## src/rtl/shift_register_sequencer.sv

```systemverilog
// Command sequencer for a 4-bit universal shift register.
// Turns hold/load/shift commands into cycle-accurate mode and serial-data drive.
module shift_register_sequencer #(
    parameter int WIDTH = 4,
    parameter int CNT_W = 3
) (
    input  logic             clk,
    input  logic             rst,
    input  logic             cmd_valid,
    output logic             cmd_ready,
    input  logic [1:0]       cmd_op,
    input  logic [CNT_W-1:0] cmd_count,
    input  logic [WIDTH-1:0] cmd_data,
    output logic [1:0]       s,
    output logic             sir,
    output logic             sil,
    output logic [WIDTH-1:0] par_in,
    output logic             busy,
    output logic             done
);

    typedef enum logic [1:0] {
        IDLE,
        LOAD,
        SHIFT,
        DONE
    } state_t;

    localparam logic [1:0] OP_HOLD  = 2'b00;
    localparam logic [1:0] OP_RIGHT = 2'b01;
    localparam logic [1:0] OP_LEFT  = 2'b10;
    localparam logic [1:0] OP_LOAD  = 2'b11;

    state_t           state_q, state_d;
    logic [1:0]       op_q, op_d;
    logic [CNT_W-1:0] cnt_q, cnt_d;
    logic [WIDTH-1:0] data_q, data_d;
    logic [WIDTH-1:0] par_q, par_d;
    logic [1:0]       s_q, s_d;
    logic             sir_q, sir_d;
    logic             sil_q, sil_d;
    logic             busy_q, busy_d;
    logic             done_q, done_d;
    logic             ready_q, ready_d;
    logic             bit_d;

    // Outputs are registered from the next state, so the first active
    // cycle lands directly after the accept edge.
    always_comb begin
        state_d = state_q;
        op_d    = op_q;
        cnt_d   = cnt_q;
        data_d  = data_q;
        par_d   = par_q;
        s_d     = OP_HOLD;
        bit_d   = 1'b0;

        unique case (state_q)
            IDLE: begin
                if (cmd_valid) begin
                    op_d   = cmd_op;
                    cnt_d  = cmd_count;
                    data_d = cmd_data;
                    if (cmd_op == OP_LOAD) begin
                        state_d = LOAD;
                        s_d     = OP_LOAD;
                        par_d   = cmd_data;
                    end else if ((cmd_op == OP_RIGHT || cmd_op == OP_LEFT)
                                 && cmd_count != '0) begin
                        state_d = SHIFT;
                        s_d     = cmd_op;
                        bit_d   = cmd_data[0];
                        data_d  = cmd_data >> 1;
                    end else begin
                        state_d = DONE;
                    end
                end
            end
            LOAD: begin
                state_d = DONE;
            end
            SHIFT: begin
                // Data drains LSB first and back-fills zeros past WIDTH.
                if (cnt_q == CNT_W'(1)) begin
                    state_d = DONE;
                end else begin
                    cnt_d  = cnt_q - CNT_W'(1);
                    s_d    = op_q;
                    bit_d  = data_q[0];
                    data_d = data_q >> 1;
                end
            end
            DONE: begin
                state_d = IDLE;
            end
        endcase

        sir_d   = (s_d == OP_RIGHT) && bit_d;
        sil_d   = (s_d == OP_LEFT) && bit_d;
        busy_d  = (state_d != IDLE);
        done_d  = (state_d == DONE);
        ready_d = (state_d == IDLE);
    end

    always_ff @(posedge clk) begin
        if (rst) begin
            state_q <= IDLE;
            op_q    <= OP_HOLD;
            cnt_q   <= '0;
            data_q  <= '0;
            par_q   <= '0;
            s_q     <= OP_HOLD;
            sir_q   <= 1'b0;
            sil_q   <= 1'b0;
            busy_q  <= 1'b0;
            done_q  <= 1'b0;
            ready_q <= 1'b1;
        end else begin
            state_q <= state_d;
            op_q    <= op_d;
            cnt_q   <= cnt_d;
            data_q  <= data_d;
            par_q   <= par_d;
            s_q     <= s_d;
            sir_q   <= sir_d;
            sil_q   <= sil_d;
            busy_q  <= busy_d;
            done_q  <= done_d;
            ready_q <= ready_d;
        end
    end

    assign cmd_ready = ready_q;
    assign s         = s_q;
    assign sir       = sir_q;
    assign sil       = sil_q;
    assign par_in    = par_q;
    assign busy      = busy_q;
    assign done      = done_q;

endmodule

```

## config.mk

```make
export PLATFORM = sky130hd
export DESIGN_NAME = shift_register_sequencer
export DESIGN_NICKNAME = d
export VERILOG_FILES = /design/src/rtl/shift_register_sequencer.sv
export SDC_FILE = /design/constraint.sdc
export NUM_CORES = 1
export LEC_CHECK = 0
export CAP_MARGIN = 20
export CORE_ASPECT_RATIO = 1.75
export CORE_MARGIN = 1
export CORE_UTILIZATION = 45
export DETAILED_ROUTE_END_ITERATION = 12
export GPL_TIMING_DRIVEN = 0
export PLACE_DENSITY_LB_ADDON = 0.3
export SLEW_MARGIN = 15
export SYNTH_ARGS = -nofsm -noshare
export SYNTH_HDL_FRONTEND = slang
export SYNTH_SLANG_ARGS = --single-unit
export TNS_END_PERCENT = 30
```

## constraint.sdc

```tcl
create_clock -name clk -period 2.3 [get_ports clk]
set_input_delay 0.345 -clock clk [delete_from_list [all_inputs] [get_ports clk]]
set_output_delay 0.345 -clock clk [all_outputs]
set_load 0.03 [all_outputs]
```

Word-level counts from Yosys, hierarchy flattened. Cells that the tools add are included.

Flip-flop bits (word level): 22. Bits in latches: 0. Bits in writable memories: 0. ROM bits: 0. Input port bits: 12. Output and inout bits: 11. Word-level logic and storage cells: 59. Memories kept: 0.

Add/sub/neg operators: 1. $mul: 0. Divide/modulo/power cells: 0. $lt $le $gt $ge: 0. Equal/unequal tests: 12. Shift operators: 0. Muxes and demuxes: 23. Bitwise operators: 0. Reduce and logical (&&, ||, !) cells: 12.

Operators by type and width (number): 4-bit two-way mux (4); 2-bit two-way mux (7); 2-bit equality test, second input constant (6); 2-bit case mux with 4 select lines (1); 4-bit case mux with 2 select lines (1); 2-bit by 1-bit equality test with 1-bit output, second input constant (3); 3-bit two-way mux (2); 3-bit case mux with 2 select lines (1); 3-bit AND reduction (2); 1-bit two-way mux (5); 2-bit zero test (2); 2-bit != test, second input constant (2); 2-bit case mux with 2 select lines (1); 2-bit nonzero test (2); 3-bit by 1-bit equality test with 1-bit output, second input constant (1); 1-bit logical AND (3); 3-bit nonzero test (1); 3-bit by 1-bit subtractor with 3-bit output, second input constant (1); 1-bit case mux with 2 select lines (1); 2-bit AND reduction (1); 1-bit logical OR (1).

Logic depth before layout (Yosys ltp).
Word-level depth: 9. Mapped depth: 7. Gate-level depth less buffers: 6.

Least setup slack after synthesis. Ideal clock, no wire load.

Kind: reg-to-reg. From: reg state_q[0]. To: reg data_q[0]. Library setup time: 0.096 ns. Arrival: 1.539 ns. Required time: 2.204 ns. Setup slack: 0.665 ns. Stages on the path, launching flop included: 7. Cell sequence: dfxtp_1 -> inv_1 -> ha_1 -> nor2b_1 -> a211o_1 -> buf_4 -> o41ai_2.

Cells in the longest elaborated chain, start to end: 3. Elaborated cells between the ends (all ways): 7.

RTL lines: start, declared (line 34) `state_t state_q, state_d;`; start signal, assigned (line 119) `state_q <= state_d;`; 2-bit equality test or 2-bit zero test (tied branches) (line 58) `unique case (state_q)`; 2-bit != test (no line) or 2-bit nonzero test (tied branches); 3-bit AND reduction (no line); end signal, assigned (line 122) `data_q <= data_d;`; end, declared (line 37) `logic [WIDTH-1:0] data_q, data_d;`.

Parallel ways exist; a longest one is shown, timed or not. A chain may end at the register's enable or synchronous reset.

Final worst setup path.
From: in cmd_op[1]. To: reg data_q[0].

Cells in the longest elaborated chain, start to end: 7. Elaborated cells between the ends (all ways): 9.

RTL lines: start, declared (line 11) `input logic [1:0] cmd_op,`; 2-bit by 1-bit equality test with 1-bit output or 2-bit equality test (tied branches) (line 68) `end else if ((cmd_op == OP_RIGHT || cmd_op == OP_LEFT)`; 1-bit logical OR (line 68); 1-bit logical AND (line 69) `&& cmd_count != '0) begin`; 4-bit two-way mux (line 68); 4-bit two-way mux * (line 64) `if (cmd_op == OP_LOAD) begin`; 4-bit two-way mux * (line 60) `if (cmd_valid) begin`; 4-bit case mux with 2 select lines * (line 58).

Every way passes the cells marked *; elsewhere a longest branch is shown, timed or not. The select of a mux whose other input is x is not followed.

==> results.md <==
* FFs w/ async S/R, synth at 0
* Syn_area_per_cell at roughly 9.0 µm²
* DR WL/cell at approximately 14 µm
* P per Cell Area at between 1000 and 1500 nW/µm²
* Tcrit/Tclk final at 0.8276
* Clock sink count at 22
* Clk buf depth at 2
* I/O Buffers at 22
* Status: completed
* XOR/XNOR Fraction of Synth Area at 0
* Slew margin rel. at 0.6552
* Initial antenna violation count at 0
* Worst EP required at ~2.5 ns
* Worst vdd ir at 529.0 µV
* Synth Flop Type: dfxtp_1
* First-pass GRT wire length at ~3600 µm
* Crit path buf inv count at 1
* FF-to-FF setup slack at ~0.44 ns
* Pin count of the biggest net entering global routing at 13
* Max-cap violations at 0
* Initial DRC count at 33
* Adder-cell share of the synthesized area at 0.06615
* EDFF count, synth at 0
* Area Overhead vs Synth at 27.01%
* Crit path largest cell delay at 0.46 ns
* Final Max Tran Viols at 0
* Synth warn at 0
* Final Instance Area at around 1400 µm²
* Layout cell share with drive strength beyond 1 at 0.09211
* DRC at 0
* Global route total overflow at 0
* RSZ-0062 raised after global routing: no
* # rows at 23
* Diodes inserted at 0
* Main combinational cell family by area after synthesis: simple AND/OR/NAND/NOR gates
* Maximum fanout along the worst path at 6
* Endpoints failing setup at 0
* Cell family with most CP delay: buffers and inverters
* Hold-fix buffers at CTS at 0
* CP max stage cell: clkdlybuf4s50_1
* Synth Instances at between 100 and 150
* Total power at 1.667 mW
* Total Routing Usage GR at 0.1912
* Reg-to-Reg Start: state_q[0]
* Sequential fraction of the synthesis area at 0.3881
* Most frequent cells in the layout: 22 x dfxtp_1, 22 x clkdlybuf4s50_1, 14 x nor2_1, 9 x nand2_1, 8 x a21oi_1
* Cell count along the critical path at 5
* CP Cell Sequence: clkdlybuf4s50_1 > ha_1 > nand3_1 > mux2_1 > o41ai_2
* Leakage at around 0.60 nW
* CTS buffer count at 3
* Vias per std cell at between 5 and 6
* Simple-gate area share of the yosys netlist at 0.2580
* Yosys reg bits at 22
* DRT Wirelength at ~2400 µm
* Die Span X at 39.96 µm
* # nets final at ~170
* CTS tree: built
* Minimum clock period at between 1.5 and 2 ns
* Final Hold Viols at 0
* Core footprint at between 2000 and 2500 µm²
* Dpl cell area at roughly 1400 µm²
* R2R cell count at 6
* Initial Util at 0.4868
* Critical path class: input pin to flip-flop
* Vias in the first global route at 870
* Synth Area in Compound Gates at 0.1698
* Fin util at 0.6184
* Hpwl dp at 1834 µm
* Post-route ant nets at 0
* Reg clk slew, reported paths at 0.08 ns
* CTS root buffer: clkbuf_8
* Number of top-level pins at 23
* Setup Buffers After CTS at 0
* Placer Congestion at 0.7237
* CP Launch Type: input pin
* Number of H-tree levels at 1
* Hold Crit Class: flip-flop to flip-flop
* Fillers at 202
* Routed vias at 1,004
* DIE AREA at 2734 µm²
* Clk Latency, worst-skew pair at about 0.25 ns
* Die Y at 68.43 µm
* Setup TNS at 0 ns
* Critical Path End: data_q[0]
* Final Skew at ~0.0015 ns
* Fmax at ~530 MHz
* Post-CTS sizing at 0
* R2R Path End: data_q[0]
* Post-Syn Area at 1135 µm²
* Worst Path Arrival at 2.06 ns
* Synth cell types at 40
* Crit. Startpoint: cmd_op[1]
* Least-Margin Pin Slew at 0.5172 ns
* Worst Setup End Kind: flip-flop
* Post-synth net total at about 140
* Drt pass-1 iters at 6
* Multiplexer share of the synthesized area at 0.06395
[per-layer routing]
layer	track usage	wire (µm)
met1	0.1827	950
met2	0.3730	1369
met3	0.01948	81
met4	0.08190	44
met5	0	0
[cell type report]
class / instances / area (µm²) / area share
Inverter: 7 / 26.28 / 0.01823
Multi-Input combinational cell: 91 / 633.1 / 0.4392
Buffer: 6 / 35.03 / 0.02431
Sequential cell: 22 / 440.4 / 0.3056
Timing Repair Buffer: 22 / 220.2 / 0.1528
Tap cell: 25 / 31.28 / 0.02170
Clock buffer: 4 / 55.05 / 0.03819
[cell usage after synthesis (all sizes together), types with 3 or more instances]
cell / count / area (µm²)
a21oi: 8 / 40.04
buf: 4 / 27.52
dfxtp: 22 / 440.4
ha: 6 / 75.07
inv: 7 / 26.28
mux2i: 5 / 50.05
nand2: 10 / 40.04
nand2b: 3 / 18.77
nand3: 5 / 25.02
nand3b: 3 / 22.52
nor2: 14 / 52.55
nor2b: 7 / 43.79
o21ai: 3 / 15.01
o41ai: 3 / 48.80
[flip-flops by register name (all words and copies together) (netlist names)]
signal	count
par_in	4
data_q	4
state_q	2
sil	1
sir	1
cmd_ready	1
op_q	2
cnt_q	3
busy	1
s	2
done	1
[tightest hold or removal path, delay by kind of cell (launching register included)]
kind | cells | cell delay (ns)
AOI/OAI and AO/OA | 1 | 0.05
DFF | 1 | 0.31
and+or+nand+nor | 1 | 0.05
[worst min-delay path by stage]
stage	slack (ns)	startpoint	cells past startpoint	endpoint
after floorplan	0.42	rst	1	s[1]
after global placement	0.44	cnt_q[1]	2	cnt_q[1]
after detailed placement	0.45	cnt_q[1]	2	cnt_q[1]
after CTS	0.46	cnt_q[1]	2	cnt_q[1]
after global routing	0.49	op_q[1]	2	op_q[1]
final	0.46	cnt_q[1]	2	cnt_q[1]
[per-stage QoR]
step / setup WS [ns] / std cells / hold WS (ns)
after global routing: 0.3036 / 177 / 0.4904
after floorplan: 0.6649 / 126 / 0.4172
after detailed placement: 0.1437 / 173 / 0.4462
after CTS: 0.4006 / 177 / 0.4571
final: 0.3964 / 177 / 0.4554
after global placement: 0.1721 / 173 / 0.4401
[power breakdown]
| group | switching [mW] | leakage, nW | total [mW] | internal (mW) |
|---|---|---|---|---|
| Sequential | 0.0657 | 0.180 | 0.566 | 0.500 |
| Clock | 0.121 | 0.0288 | 0.273 | 0.152 |
| Combinational | 0.466 | 0.391 | 0.828 | 0.362 |
[kinds of logic after synthesis]
logic type | Yosys count
AND/OR/NAND/NOR | 54
AO/OA/AOI/OAI | 24
flip-flops | 22
buffers and inverters | 13
multiplexers | 7
adder cells (fa/ha/maj) | 6
Note: power is estimated with default switching activity, not from simulation.
